### config.mk
export PLATFORM = sky130hd
export DESIGN_NAME = multicore_launch_ctrl
export DESIGN_NICKNAME = d
export VERILOG_FILES = /design/src/rtl/multicore_pkg.sv /design/src/rtl/ctrl_sat_counter.sv /design/src/rtl/multicore_launch_ctrl.sv
export SDC_FILE = /design/constraint.sdc
export NUM_CORES = 1
export LEC_CHECK = 0
export BUFFER_PORTS_ARGS = -buffer_cell sky130_fd_sc_hd__buf_2
export CELL_PAD_IN_SITES_DETAIL_PLACEMENT = 0
export CELL_PAD_IN_SITES_GLOBAL_PLACEMENT = 2
export CORE_MARGIN = 5
export CORE_UTILIZATION = 33
export DETAILED_ROUTE_END_ITERATION = 8
export PLACE_DENSITY_LB_ADDON = 0.1
export SETUP_SLACK_MARGIN = 0.02
export SLEW_MARGIN = 20
export SYNTH_ARGS = -nofsm -noshare
export SYNTH_HDL_FRONTEND = slang
export SYNTH_SLANG_ARGS = --single-unit
### constraint.sdc
create_clock -name clock -period 2.8 [get_ports clock]
set_input_delay 0 -clock clock [delete_from_list [all_inputs] [get_ports clock]]
set_output_delay 0 -clock clock [all_outputs]
set_load 0.1 [all_outputs]
### src/rtl/multicore_pkg.sv
// Shared types for the multicore launch controller: FSM state encoding and
// the externally visible status codes.
package multicore_pkg;

  typedef enum logic [2:0] {
    S_IDLE  = 3'd0,
    S_ARM   = 3'd1,
    S_RUN   = 3'd2,
    S_DONE  = 3'd3,
    S_FAULT = 3'd4
  } state_t;

  localparam logic [1:0] ST_IDLE = 2'b00;
  localparam logic [1:0] ST_ARM  = 2'b01;
  localparam logic [1:0] ST_RUN  = 2'b10;
  localparam logic [1:0] ST_END  = 2'b11;

  // DONE and FAULT share a status code; timeout tells them apart.
  function automatic logic [1:0] status_of(input state_t s);
    logic [1:0] code;
    code = ST_IDLE;
    case (s)
      S_IDLE:  code = ST_IDLE;
      S_ARM:   code = ST_ARM;
      S_RUN:   code = ST_RUN;
      S_DONE:  code = ST_END;
      S_FAULT: code = ST_END;
      default: code = ST_IDLE;
    endcase
    return code;
  endfunction

endpackage

### src/rtl/ctrl_sat_counter.sv
// Up-counter with synchronous clear that sticks at all-ones instead of wrapping.
module ctrl_sat_counter #(
  parameter int W = 8
) (
  input  logic         clock,
  input  logic         rst_n,
  input  logic         clear,
  input  logic         enable,
  output logic [W-1:0] count
);

  always_ff @(posedge clock or negedge rst_n) begin
    if (!rst_n) begin
      count <= '0;
    end else if (clear) begin
      count <= '0;
    end else if (enable && (count != {W{1'b1}})) begin
      count <= count + W'(1);
    end
  end

endmodule

### src/rtl/multicore_launch_ctrl.sv
// Launch/completion controller: holds the core array in reset, releases it,
// gathers per-core completion and flags runs that never finish.
module multicore_launch_ctrl
  import multicore_pkg::*;
#(
  parameter int NUM_CORES      = 4,
  parameter int HOLD_CYCLES    = 10,
  parameter int CNT_W          = 16,
  parameter int TIMEOUT_CYCLES = 0
) (
  input  logic                 clock,
  input  logic                 rst_n,
  input  logic                 start_process,
  input  logic [NUM_CORES-1:0] active_mask,
  input  logic [NUM_CORES-1:0] end_process,
  output logic                 core_rst,
  output logic                 begin_process,
  output logic [1:0]           status,
  output logic [NUM_CORES-1:0] done_mask,
  output logic [CNT_W-1:0]     run_cycles,
  output logic                 timeout,
  output logic                 busy
);

  localparam int HOLD_W = (HOLD_CYCLES > 1) ? $clog2(HOLD_CYCLES) : 1;
  localparam logic [HOLD_W-1:0] HOLD_LAST = HOLD_W'(HOLD_CYCLES - 1);
  localparam bit WD_EN = (TIMEOUT_CYCLES != 0);
  localparam logic [CNT_W-1:0] TO_LAST = WD_EN ? CNT_W'(TIMEOUT_CYCLES - 1) : '0;

  state_t               state;
  logic [NUM_CORES-1:0] mask_q;
  logic [HOLD_W-1:0]    hold_cnt;
  logic                 arm_entry;
  logic                 hold_en;
  logic                 run_en;
  logic [NUM_CORES-1:0] done_next;
  logic                 all_done;
  logic                 hold_last;
  logic                 wd_hit;

  always_comb begin
    arm_entry = (state == S_IDLE) && start_process;
    hold_en   = (state == S_ARM);
    run_en    = (state == S_RUN) && start_process;
    done_next = done_mask | (end_process & mask_q);
    // Cores outside the latched mask count as finished from the start.
    all_done  = &(done_next | ~mask_q);
    hold_last = (hold_cnt == HOLD_LAST);
    wd_hit    = WD_EN && (run_cycles == TO_LAST);
  end

  ctrl_sat_counter #(.W(HOLD_W)) u_hold_cnt (
    .clock  (clock),
    .rst_n  (rst_n),
    .clear  (arm_entry),
    .enable (hold_en),
    .count  (hold_cnt)
  );

  ctrl_sat_counter #(.W(CNT_W)) u_run_cnt (
    .clock  (clock),
    .rst_n  (rst_n),
    .clear  (arm_entry),
    .enable (run_en),
    .count  (run_cycles)
  );

  assign status = status_of(state);

  always_ff @(posedge clock or negedge rst_n) begin
    if (!rst_n) begin
      state         <= S_IDLE;
      mask_q        <= '0;
      done_mask     <= '0;
      core_rst      <= 1'b0;
      begin_process <= 1'b0;
      timeout       <= 1'b0;
      busy          <= 1'b0;
    end else begin
      case (state)
        S_IDLE: begin
          if (start_process) begin
            state     <= S_ARM;
            mask_q    <= active_mask;
            done_mask <= '0;
            core_rst  <= 1'b1;
            busy      <= 1'b1;
          end
        end
        S_ARM: begin
          if (!start_process) begin
            state    <= S_IDLE;
            core_rst <= 1'b0;
            busy     <= 1'b0;
          end else if (hold_last) begin
            state         <= S_RUN;
            core_rst      <= 1'b0;
            begin_process <= 1'b1;
          end
        end
        S_RUN: begin
          // An abort freezes done_mask and run_cycles at their current values.
          if (!start_process) begin
            state         <= S_IDLE;
            begin_process <= 1'b0;
            busy          <= 1'b0;
          end else begin
            done_mask <= done_next;
            if (all_done) begin
              state         <= S_DONE;
              begin_process <= 1'b0;
              busy          <= 1'b0;
            end else if (wd_hit) begin
              state         <= S_FAULT;
              begin_process <= 1'b0;
              busy          <= 1'b0;
              timeout       <= 1'b1;
            end
          end
        end
        S_DONE: begin
          if (!start_process) state <= S_IDLE;
        end
        S_FAULT: begin
          if (!start_process) begin
            state   <= S_IDLE;
            timeout <= 1'b0;
          end
        end
        default: begin
          state         <= S_IDLE;
          core_rst      <= 1'b0;
          begin_process <= 1'b0;
          timeout       <= 1'b0;
          busy          <= 1'b0;
        end
      endcase
    end
  end

endmodule

==> summary.md <==
| Metric | Value |
|---|---|
| R2r endpoint | `u_run_cnt.count[13]` |
| Unique masters post-synth | `44` |
| Drt initial violations | `112` |
| VDD IR-drop max | `0.614 mV` |
| CP startpoint kind | `flop` |
| Row count | `26` |
| Mean Syn Cell Area | `9.29 µm²` |
| Layout area overhead | `22.3%` |
| DR pass1 iterations | `4` |
| Count leader, synth | `dfrtp_1` |
| PortBufs | `35` |
| Vias | `1525` |
| Hold_sp | `end_process[3]` |
| Period minus WS final | `2.16 ns` |
| Number of synthesized flops with an enable pin | `0` |
| WP data arrival | `2.31 ns` |
| Fill cells | `518` |
| Slew @ Worst Pin | `0.752 ns` |
| Critical Path Sink Type | `flop` |
| Die height | `83.7 µm` |
| Largest area contributor in the netlist | `dfrtp_1` |
| Primary FF master, synth | `dfrtp_1` |
| Routability-driven placement congestion ratio | `0.778` |
| Area share of the largest cell type after synthesis | `46.1%` |
| Core box area | `0.00520 mm²` |
| Slew HR | `49.9%` |
| Min-Delay Path Depth | `3` |
| Max-cap viol count | `0` |
| CTS max path bufs | `2` |
| Post-synthesis instance total | `193` |
| Fin Clk Skew | `0.00651 ns` |
| WL final | `4260 µm` |
| Tcrit/Tclk final | `77.2%` |
| YS warnings | `0` |
| Top post-synthesis cells by count | `dfrtp_1, nor2_1, nand2_1, xnor2_1, o21ai_0` |
| Chip Width | `83.7 µm` |
| HPWL Detailed | `3180 µm` |
| Reg2Reg Depth | `7` |
| GR Overflow Total | `0` |
| Largest net degree at the start of global routing | `34` |
| Worst r2r src | `state[0]` |
| WHS Endpoint | `done_mask[3]` |
| Nets | `256` |
| First-pass GRT wire length | `7610 µm` |
| Worst min-delay path class | `primary input to flop` |
| Largest cells by area after synthesis | `dfrtp_1, nor2_1, xnor2_1` |
| Data required, critical path | `2.94 ns` |
| Clock H-tree levels | `2` |
| Maximum clock rate | `462 MHz` |
| Cell Pwr Density | `943 mW/mm²` |
| Antenna Cells | `0` |
| Post-CTS Repair Setup Buffers | `0` |
| DRC viols | `0` |
| Yosys reg bits | `33` |
| Total CTS buffers | `5` |
| Fin Setup TNS | `0 ns` |
| Total global-route track usage | `13.2%` |
| RSZ-0062 raised after global routing | `false` |
| Post-Syn Area | `0.00179 mm²` |
| Fin. Hold Viols | `0` |
| Crit Path Category | `flop to flop` |
| Die Area | `0.00701 mm²` |
| Share of layout cells above drive strength 1 | `22.7%` |
| Vias in the first global route | `1639` |
| Fraction of registers with async set/reset | `100%` |
| Drt via density | `4.95` |
| Leakage | `0.00103 µW` |
| Seq/Total Area, Yosys | `46.1%` |
| Worst-Skew Late Latency | `0.28 ns` |
| Clock-pin slew on the worst setup and hold paths | `0.07 ns` |
| Initial core utilization | `34.4%` |
| Clk root buf | `clkbuf_8` |
| Smallest hold slack | `0.00923 ns` |
| Final setup fails | `0` |
| Num ports | `37` |
| R2r setup slk | `0.64 ns` |
| Wirelength per Cell | `13.8 µm` |
| Synth Net Count | `211` |
| Initial antenna violation count | `0` |
| Status | `completed` |
| Clock sinks | `33` |
| Slew Viols, Final | `0` |
| Crit-path max FO | `11` |
| TritonCTS clock tree | `built` |
| Final ANT Viol Nets | `0` |
==> power by group <==
part           switching [µW]  internal (µW)
Sequential               92.9            588
Clock                     164            195
Combinational             788            240
==> what timing repair did <==
action | in CTS | in global routing
resized for setup | 0 | 0
hold buffers | 8 | 0
endpoints found under the hold margin | 40 | 0
==> metrics by stage <==
stage | power (µW) | util, % | std cells | cell area, µm² | worst slack [ns]
after CTS | 2100 | 42.1 | 308 | 2190 | 0.643
after detailed placement | 1720 | 38.9 | 293 | 2030 | 0.662
after global placement | 1700 | 38.9 | 293 | 2030 | 0.752
final | 2070 | 42.1 | 308 | 2190 | 0.638
after floorplan | 1520 | - | 193 | 1790 | 0.390
after global routing | 2210 | 42.1 | 308 | 2190 | 0.521
==> state kept, by name, indices dropped and copies added, names as in the netlist <==
| name | flops |
|---|---|
| core_rst | 1 |
| busy | 1 |
| u_hold_cnt.count | 4 |
| state | 2 |
| mask_q | 4 |
| begin_process | 1 |
| u_run_cnt.count | 16 |
| done_mask | 4 |
==> critical path: stages, from the launching register on <==
cell and delay, ns:
dfrtp_1 0.43, inv_1 0.10, ha_1 0.27, nand2_2 0.19, or4_4 0.57, nor3_1 0.25, xnor2_1 0.15, nor2_1 0.07
==> layout by cell type, fill, tap and decap left out, drive strengths merged, types with 5 or more instances in the layout <==
master and count:
clkbuf 7, buf 36, nand2 25, ha 7
nor3 7, xnor2 11, nor2 30, dfrtp 33
nor4 5, a21oi 8, inv 7, nand3 6
dlygate4sd3 8, o21ai 10
==> layer usage <==
layer / GRT usage (%) / vias to the layer above / share of wire (%) / routed length [µm]
li1: - / 751 / - / -
met1: 15.3 / 731 / 44 / 1870
met2: 22.8 / 35 / 50 / 2130
met3: 3.95 / 8 / 4.5 / 192
met4: 5.26 / 0 / 1.5 / 66
met5: 0 / - / 0 / 0
==> cell type report <==
type / count / area (µm²) / area share, %
Timing Repair Buffer: 44 / 263 / 12.0
Clock buffer: 7 / 86.3 / 3.94
Inverter: 7 / 26.3 / 1.20
Sequential cell: 33 / 826 / 37.7
Tap cell: 70 / 87.6 / 4.00
Multi-Input combinational cell: 147 / 903 / 41.2
==> cell families after synthesis <==
group | after synthesis | share of synthesized area, %
simple gates | 95 | 28.2
flops | 33 | 46.1
compound gates | 30 | 10.0
buf+inv | 13 | 3.56
xor+xnor | 12 | 5.86
fa+ha+maj | 7 | 4.88
mux | 2 | 1.19
other cells | 1 | 0.209
==> worst max-delay path by stage <==
stage | to | depth (start not counted) | startpoint
2_1_floorplan | u_run_cnt.count[15] | 5 | u_run_cnt.count[4]
3_3_place_gp | u_run_cnt.count[15] | 7 | state[0]
3_5_place_dp | u_run_cnt.count[13] | 7 | state[0]
4_1_cts | u_run_cnt.count[13] | 7 | state[0]
5_1_grt | u_run_cnt.count[15] | 7 | state[0]
6_report | u_run_cnt.count[13] | 7 | state[0]
Power figures use the tool's default switching activity.
